[src/rtl/contador_n_bits.sv]
`default_nettype none
`timescale 1ns/1ps
// ============================================================================
// Module      : contador_n_bits
// Description : WIDTH-bit synchronous multi-mode counter. Modes: up by one,
//               down by one, up by STEP, parallel load. All outputs are
//               registered. rco is a one-cycle carry/borrow pulse of the last
//               operation; ovf is a sticky wrap flag cleared by reset or load.
// Ports       : clk    - clock, all state updates on the rising edge
//               reset  - synchronous active-high reset, highest priority
//               enable - count enable for modes 00/01/10, ignored in mode 11
//               mode   - 00 up, 01 down, 10 up by STEP, 11 load
//               D      - parallel load value (mode 11 only)
//               load   - 1 in the cycle after a load was performed
//               rco    - carry/borrow of the last operation (pulse)
//               ovf    - sticky wrap flag
//               Q      - count value
// Revision    : 1.0 - initial parametrised release
// ============================================================================
module contador_n_bits #(
    parameter int unsigned WIDTH = 32,      // legal range 2..64
    parameter logic [63:0] STEP  = 64'd3    // legal range 1..2^WIDTH-1
) (
    input  logic             clk,
    input  logic             reset,
    input  logic             enable,
    input  logic [1:0]       mode,
    input  logic [WIDTH-1:0] D,
    output logic             load,
    output logic             rco,
    output logic             ovf,
    output logic [WIDTH-1:0] Q
);

    localparam logic [1:0] c_MODE_UP   = 2'b00;
    localparam logic [1:0] c_MODE_DOWN = 2'b01;
    localparam logic [1:0] c_MODE_STEP = 2'b10;
    localparam logic [1:0] c_MODE_LOAD = 2'b11;

    // Step is taken modulo 2^WIDTH so a prescaler instance can reuse a wide
    // constant without a separate parameter.
    localparam logic [WIDTH-1:0] c_STEP = STEP[WIDTH-1:0];

    logic [WIDTH-1:0] r_q;
    logic             r_load;
    logic             r_rco;
    logic             r_ovf;

    // All three arithmetic results are carried at WIDTH+1 bits; the MSB is
    // the carry (up/step) or the borrow (down, since 0-1 sets bit WIDTH).
    logic [WIDTH:0]   w_inc;
    logic [WIDTH:0]   w_dec;
    logic [WIDTH:0]   w_step;

    logic [WIDTH-1:0] w_q_nxt;
    logic             w_rco_nxt;
    logic             w_load_nxt;
    logic             w_ovf_nxt;

    assign w_inc  = {1'b0, r_q} + {{WIDTH{1'b0}}, 1'b1};
    assign w_dec  = {1'b0, r_q} - {{WIDTH{1'b0}}, 1'b1};
    assign w_step = {1'b0, r_q} + {1'b0, c_STEP};

    always_comb begin
        w_q_nxt    = r_q;
        w_rco_nxt  = 1'b0;
        w_load_nxt = 1'b0;
        w_ovf_nxt  = r_ovf;

        case (mode)
            c_MODE_UP: begin
                if (enable) begin
                    {w_rco_nxt, w_q_nxt} = w_inc;
                end
            end
            c_MODE_DOWN: begin
                if (enable) begin
                    {w_rco_nxt, w_q_nxt} = w_dec;
                end
            end
            c_MODE_STEP: begin
                // The step can jump over all-ones, so the wrap is taken from
                // the carry bit rather than from a terminal-count compare.
                if (enable) begin
                    {w_rco_nxt, w_q_nxt} = w_step;
                end
            end
            c_MODE_LOAD: begin
                w_q_nxt    = D;
                w_load_nxt = 1'b1;
            end
            default: begin
                w_q_nxt = r_q;
            end
        endcase

        // Sticky wrap: load clears it, any counting edge may only set it.
        if (mode == c_MODE_LOAD) begin
            w_ovf_nxt = 1'b0;
        end else begin
            w_ovf_nxt = r_ovf | w_rco_nxt;
        end
    end

    always_ff @(posedge clk) begin
        if (reset) begin
            r_q    <= '0;
            r_load <= 1'b0;
            r_rco  <= 1'b0;
            r_ovf  <= 1'b0;
        end else begin
            r_q    <= w_q_nxt;
            r_load <= w_load_nxt;
            r_rco  <= w_rco_nxt;
            r_ovf  <= w_ovf_nxt;
        end
    end

    assign Q    = r_q;
    assign load = r_load;
    assign rco  = r_rco;
    assign ovf  = r_ovf;

endmodule

`default_nettype wire

[config.mk]
export PLATFORM = sky130hd
export DESIGN_NAME = contador_n_bits
export DESIGN_NICKNAME = d
export VERILOG_FILES = /design/src/rtl/contador_n_bits.sv
export SDC_FILE = /design/constraint.sdc
export NUM_CORES = 1
export LEC_CHECK = 0
export ABC_AREA = 0
export BUFFER_PORTS_ARGS = -buffer_cell sky130_fd_sc_hd__buf_2
export CORE_ASPECT_RATIO = 0.6
export CORE_UTILIZATION = 41
export DETAILED_ROUTE_END_ITERATION = 10
export GPL_ROUTABILITY_DRIVEN = 0
export RECOVER_POWER = 25
export SLEW_MARGIN = 5
export SYNTH_ARGS = -nofsm -noshare
export SYNTH_HDL_FRONTEND = slang
export SYNTH_SLANG_ARGS = --single-unit
[constraint.sdc]
create_clock -name clk -period 2.6 [get_ports clk]
set_input_delay 0.13 -clock clk [delete_from_list [all_inputs] [get_ports clk]]
set_output_delay 0.13 -clock clk [all_outputs]
set_load 0.01 [all_outputs]
Word-level counts from Yosys, hierarchy flattened

Index checks and enable logic that the tools add are counted.

Bitwise logic cells: 1
Reductions and logical operators: 3
Eq/ne operators: 6
Multiplexer cells: 9
Add/sub/neg operators: 3

Operators with widths:

| operator                                                              | number |
|---|---|
| 32-bit one-hot mux with 4 select lines                                | 1 |
| 32-bit two-way mux                                                    | 3 |
| 32-bit by 1-bit adder with 33-bit output (second input constant)      | 1 |
| 32-bit by 2-bit adder with 33-bit output (second input constant)      | 1 |
| 32-bit by 1-bit subtractor with 33-bit output (second input constant) | 1 |
| 2-bit inequality test (second input constant)                         | 3 |
| 2-bit == test (second input constant)                                 | 2 |
| 1-bit two-way mux                                                     | 4 |
| 1-bit one-hot mux with 3 select lines                                 | 1 |
| 3-bit AND reduction                                                   | 1 |
| 2-bit by 1-bit == test with 1-bit output (second input constant)      | 1 |
| 2-bit zero test                                                       | 1 |
| 2-bit OR reduction                                                    | 1 |
| 1-bit bitwise OR                                                      | 1 |

Output and inout bits: 35
Register bits after elaboration: 35
Word-level logic and storage cells: 26
Input port bits: 37

Longest topological paths before layout

Word-level depth: 4
Gate-level depth with buffers: 11

Least setup slack after synthesis

OpenSTA, ideal clock, no wires.

Kind: flip-flop to flip-flop
Start: register r_q[0], in the netlist Q[0]
End: register r_q[22], in the netlist Q[22]
Setup slack: 0.105 ns
Arrival time: 2.367 ns
Cell stages (with the launch flop): 11
Data required time: 2.472 ns
Library setup time: 0.128 ns
Period minus slack after synthesis: 2.495 ns
Cells stage by stage: dfxtp_1 -> clkbuf_1 -> inv_1 -> ha_1 -> clkbuf_1 -> nand3b_1 -> nor4_2 -> nand3_1 -> xnor2_1 -> a221oi_1 -> a21oi_1

Word-level cells in the longest chain between the ends: 3
Elaborated cells on any way between the ends: 7

Ends and longest elaborated chain:

| what                                                             | RTL line   | RTL |
|---|---|---|
| start: declaration                                               | 44         | `logic [WIDTH-1:0] r_q;` |
| start signal: assignment                                         | 112        | `r_q <= w_q_nxt;` |
| 32-bit by 2-bit adder with 33-bit output (tied with other cells) | 62         | `assign w_step = {1'b0, r_q} + {1'b0, c_STEP};` |
| 32-bit two-way mux, on equally long branches                     | 84, 72, 77 |  |
| 32-bit one-hot mux with 4 select lines *                         | 70         | `case (mode)` |

Every way passes the cells marked *; elsewhere a longest branch is shown, timed or not. The select of a mux whose other input is x is not followed.
A chain may end at the register's enable or synchronous reset.

Final worst setup path

Start: register r_q[24], in the netlist Q[24]
End: register r_q[31], in the netlist Q[31]

The elaborated chain is that of the path after synthesis.

==> metrics <==
status=finished, final reports clean; Final setup viols=0; CTS tree=done; period utilization=95.8%; Post-synth top flop=dfxtp_1; H-tree depth=2; number of global-route vias before repair=4,810; Slew headroom=17.3%; hold buffer count at CTS=0; die area=0.0107 mm²; DRT Pass-1 Iters=6; NumNets Final=728; Peak supply drop=223 µV; placed wire-length estimate=approximately 12,000 µm; die width=133 µm; CTS Sinks=35; Vias/cell=6.59; clock-pin slew on the worst setup and hold paths=70 ps; syn avg cell area=6.96 µm²; final hold viol count=0; Post-synth EDFFs=0; DR top layer=met4; Syn Inst Count=607; Initial Util=approximately 42%; accumulated negative setup slack=0 ps; routed wl met3=around 2300 µm; Cell Area, Synth=around 0.0042 mm²; vias=5,397; met2 wire len=~7000 µm; Worst EP required=2740 ps; Tmin final=2490 ps; Netlist cell types=77; area of the core=a little under 0.01 mm²; Iter 0 DRT Violations=681; fill count=a little over 1,000; synthesis-to-finish area growth=20.8%; Async SR Flop Fraction=0%; Worst Setup End Kind=flop; area occupied by multi-input gates=0.00323 mm²; RSZ-0062 raised after global routing=false; Worst-Margin Slew=1230 ps; largest net degree at the start of global routing=39; Crit path arrival time=2630 ps; clock skew=9.19 ps; Port Buf Inserts=71; total gr overflow=0; register area share after synthesis=16.6%; Antenna Nets Post-Route=0; die height=80.6 µm; antenna cell count=0; DP Area=roughly 0.0049 mm²; CTS max path bufs=2; first-pass GRT wire length=26,800 µm; I/O Pins=72; wirelength, routed=about 17,000 µm; total CTS buffers=5; Max Slew Vio Count=0; critical path class=reg2reg; syn_nets=roughly 650; clock root cell=clkbuf_16; design area=0.00510 mm²; row cnt=28; MaxCap Viol Count=0; Ys Warns=0; WL met1=slightly below 8000 µm; Hold Crit Class=in2reg; share of post-route cells with drive strength above 1=between 20% and 30%; register area=701 µm²; DR DRC count=0; clock latency on the worst-skew pair=290 ps; worst-path fanout max=12; Static Leak=1.95 nW; pwr/cell area=447 mW/mm²; critical path startpoint category=flop; Tot GR Track Use=32.8%; maximum clock rate=401 MHz; #FFs+latches synth=35; drt wl/cell=21.2 µm; initial antenna violation count=1
==> final timing paths <==
path	start	to	slack (ps)	cells after the start
worst min register to register	ovf	ovf	480	1
worst min-delay path	D[16]	Q[16]	120	3
worst max-delay path	Q[24]	Q[31]	110	7
worst max register to register	Q[24]	Q[31]	110	7
==> per-stage QoR <==
stage	cells	hold slack [ps]	worst slack [ps]	power [mW]	utilization (%)
floorplan	607	310	105	1.25	-
global placement	809	406	81.0	1.57	49.7
detailed placement	809	415	81.7	1.59	49.7
CTS	817	120	78.1	2.26	51.3
global route	819	133	3.82	2.38	51.3
finish	819	122	108	2.28	51.3
==> metal layers <==
metal | global-route usage (%) | vias to the layer above
met1 | 47.6 | 2541
met2 | 46.3 | 373
met4 | 10.6 | 0
li1 | - | 2444
met3 | 7.77 | 39
met5 | 0 | -
==> cell type report <==
cell class	count	area share, %
Multi-Input combinational cell	500	63.2
Timing Repair Buffer	133	16.1
Sequential cell	35	13.7
Tap cell	135	3.31
Clock buffer	8	3.06
Inverter	8	0.588
==> layout by cell type, fill, tap and decap left out, types with 8 or more instances in the layout <==
| cell | Yosys | layout |
|---|---|---|
| a21oi_1 | 52 | 52 |
| a221oi_1 | 12 | 12 |
| a31oi_1 | 8 | 8 |
| and3_1 | 8 | 8 |
| and4_1 | 10 | 10 |
| buf_2 | 11 | 58 |
| buf_4 | 5 | 58 |
| clkbuf_1 | 43 | 16 |
| dfxtp_1 | 35 | 35 |
| ha_1 | 8 | 8 |
| nand2_1 | 65 | 65 |
| nand3_1 | 26 | 26 |
| nand4_1 | 19 | 19 |
| nor2_1 | 43 | 43 |
| nor3_1 | 21 | 20 |
| nor4_1 | 14 | 14 |
| o21ai_0 | 35 | 35 |
| or3_1 | 11 | 11 |
| xnor2_1 | 19 | 19 |
| xor2_1 | 16 | 16 |
==> report_power, final <==
group / switching (mW) / internal, mW / total [mW]
clock network: 0.269 / 0.410 / 0.679
registers: 0.121 / 0.583 / 0.704
logic: 0.529 / 0.372 / 0.901
total: 0.919 / 1.37 / 2.28
==> logic make-up after synthesis <==
group / count (synthesis) / share of synthesized area [%]
flip-flops: 35 / 16.6
AND/OR/NAND/NOR: 274 / 37.5
XOR/XNOR: 35 / 7.25
adder cells (fa/ha/maj): 8 / 2.37
multiplexers: 3 / 0.740
buffers and inverters: 72 / 7.37
AO/OA/AOI/OAI: 180 / 28.2
==> Yosys cell counts, drive strengths merged, types with 11 or more instances <==
| cell type | n | area [µm²] |
|---|---|---|
| a221oi | 12 | 105 |
| nand2 | 66 | 250 |
| nor2 | 43 | 161 |
| nor3 | 21 | 105 |
| nor4 | 22 | 223 |
| nand3 | 28 | 150 |
| o21ai | 40 | 200 |
| nand4 | 23 | 169 |
| buf | 20 | 115 |
| xor2 | 16 | 140 |
| and4 | 11 | 98.8 |
| clkbuf | 44 | 166 |
| xnor2 | 19 | 166 |
| a21oi | 53 | 269 |
| or3 | 11 | 68.8 |
| dfxtp | 35 | 701 |
==> state kept, by name (all words and copies together) (netlist names) <==
register / cells
rco: 1
Q: 32
load: 1
ovf: 1
==> timing repair <==
action	in CTS	in global routing
setup endpoints to repair	0	4
gates resized for setup	0	2
setup buffers	0	2
==> worst max-delay path, cell delays in order, from the launching register on <==
cell and delay (ps):
dfxtp_1 560, and4_1 380, nand3_1 260, nor4b_1 630
buf_4 220, mux2i_1 60, o21ai_0 150, o41ai_1 90
No activity file was read; power rests on OpenSTA's default activity.
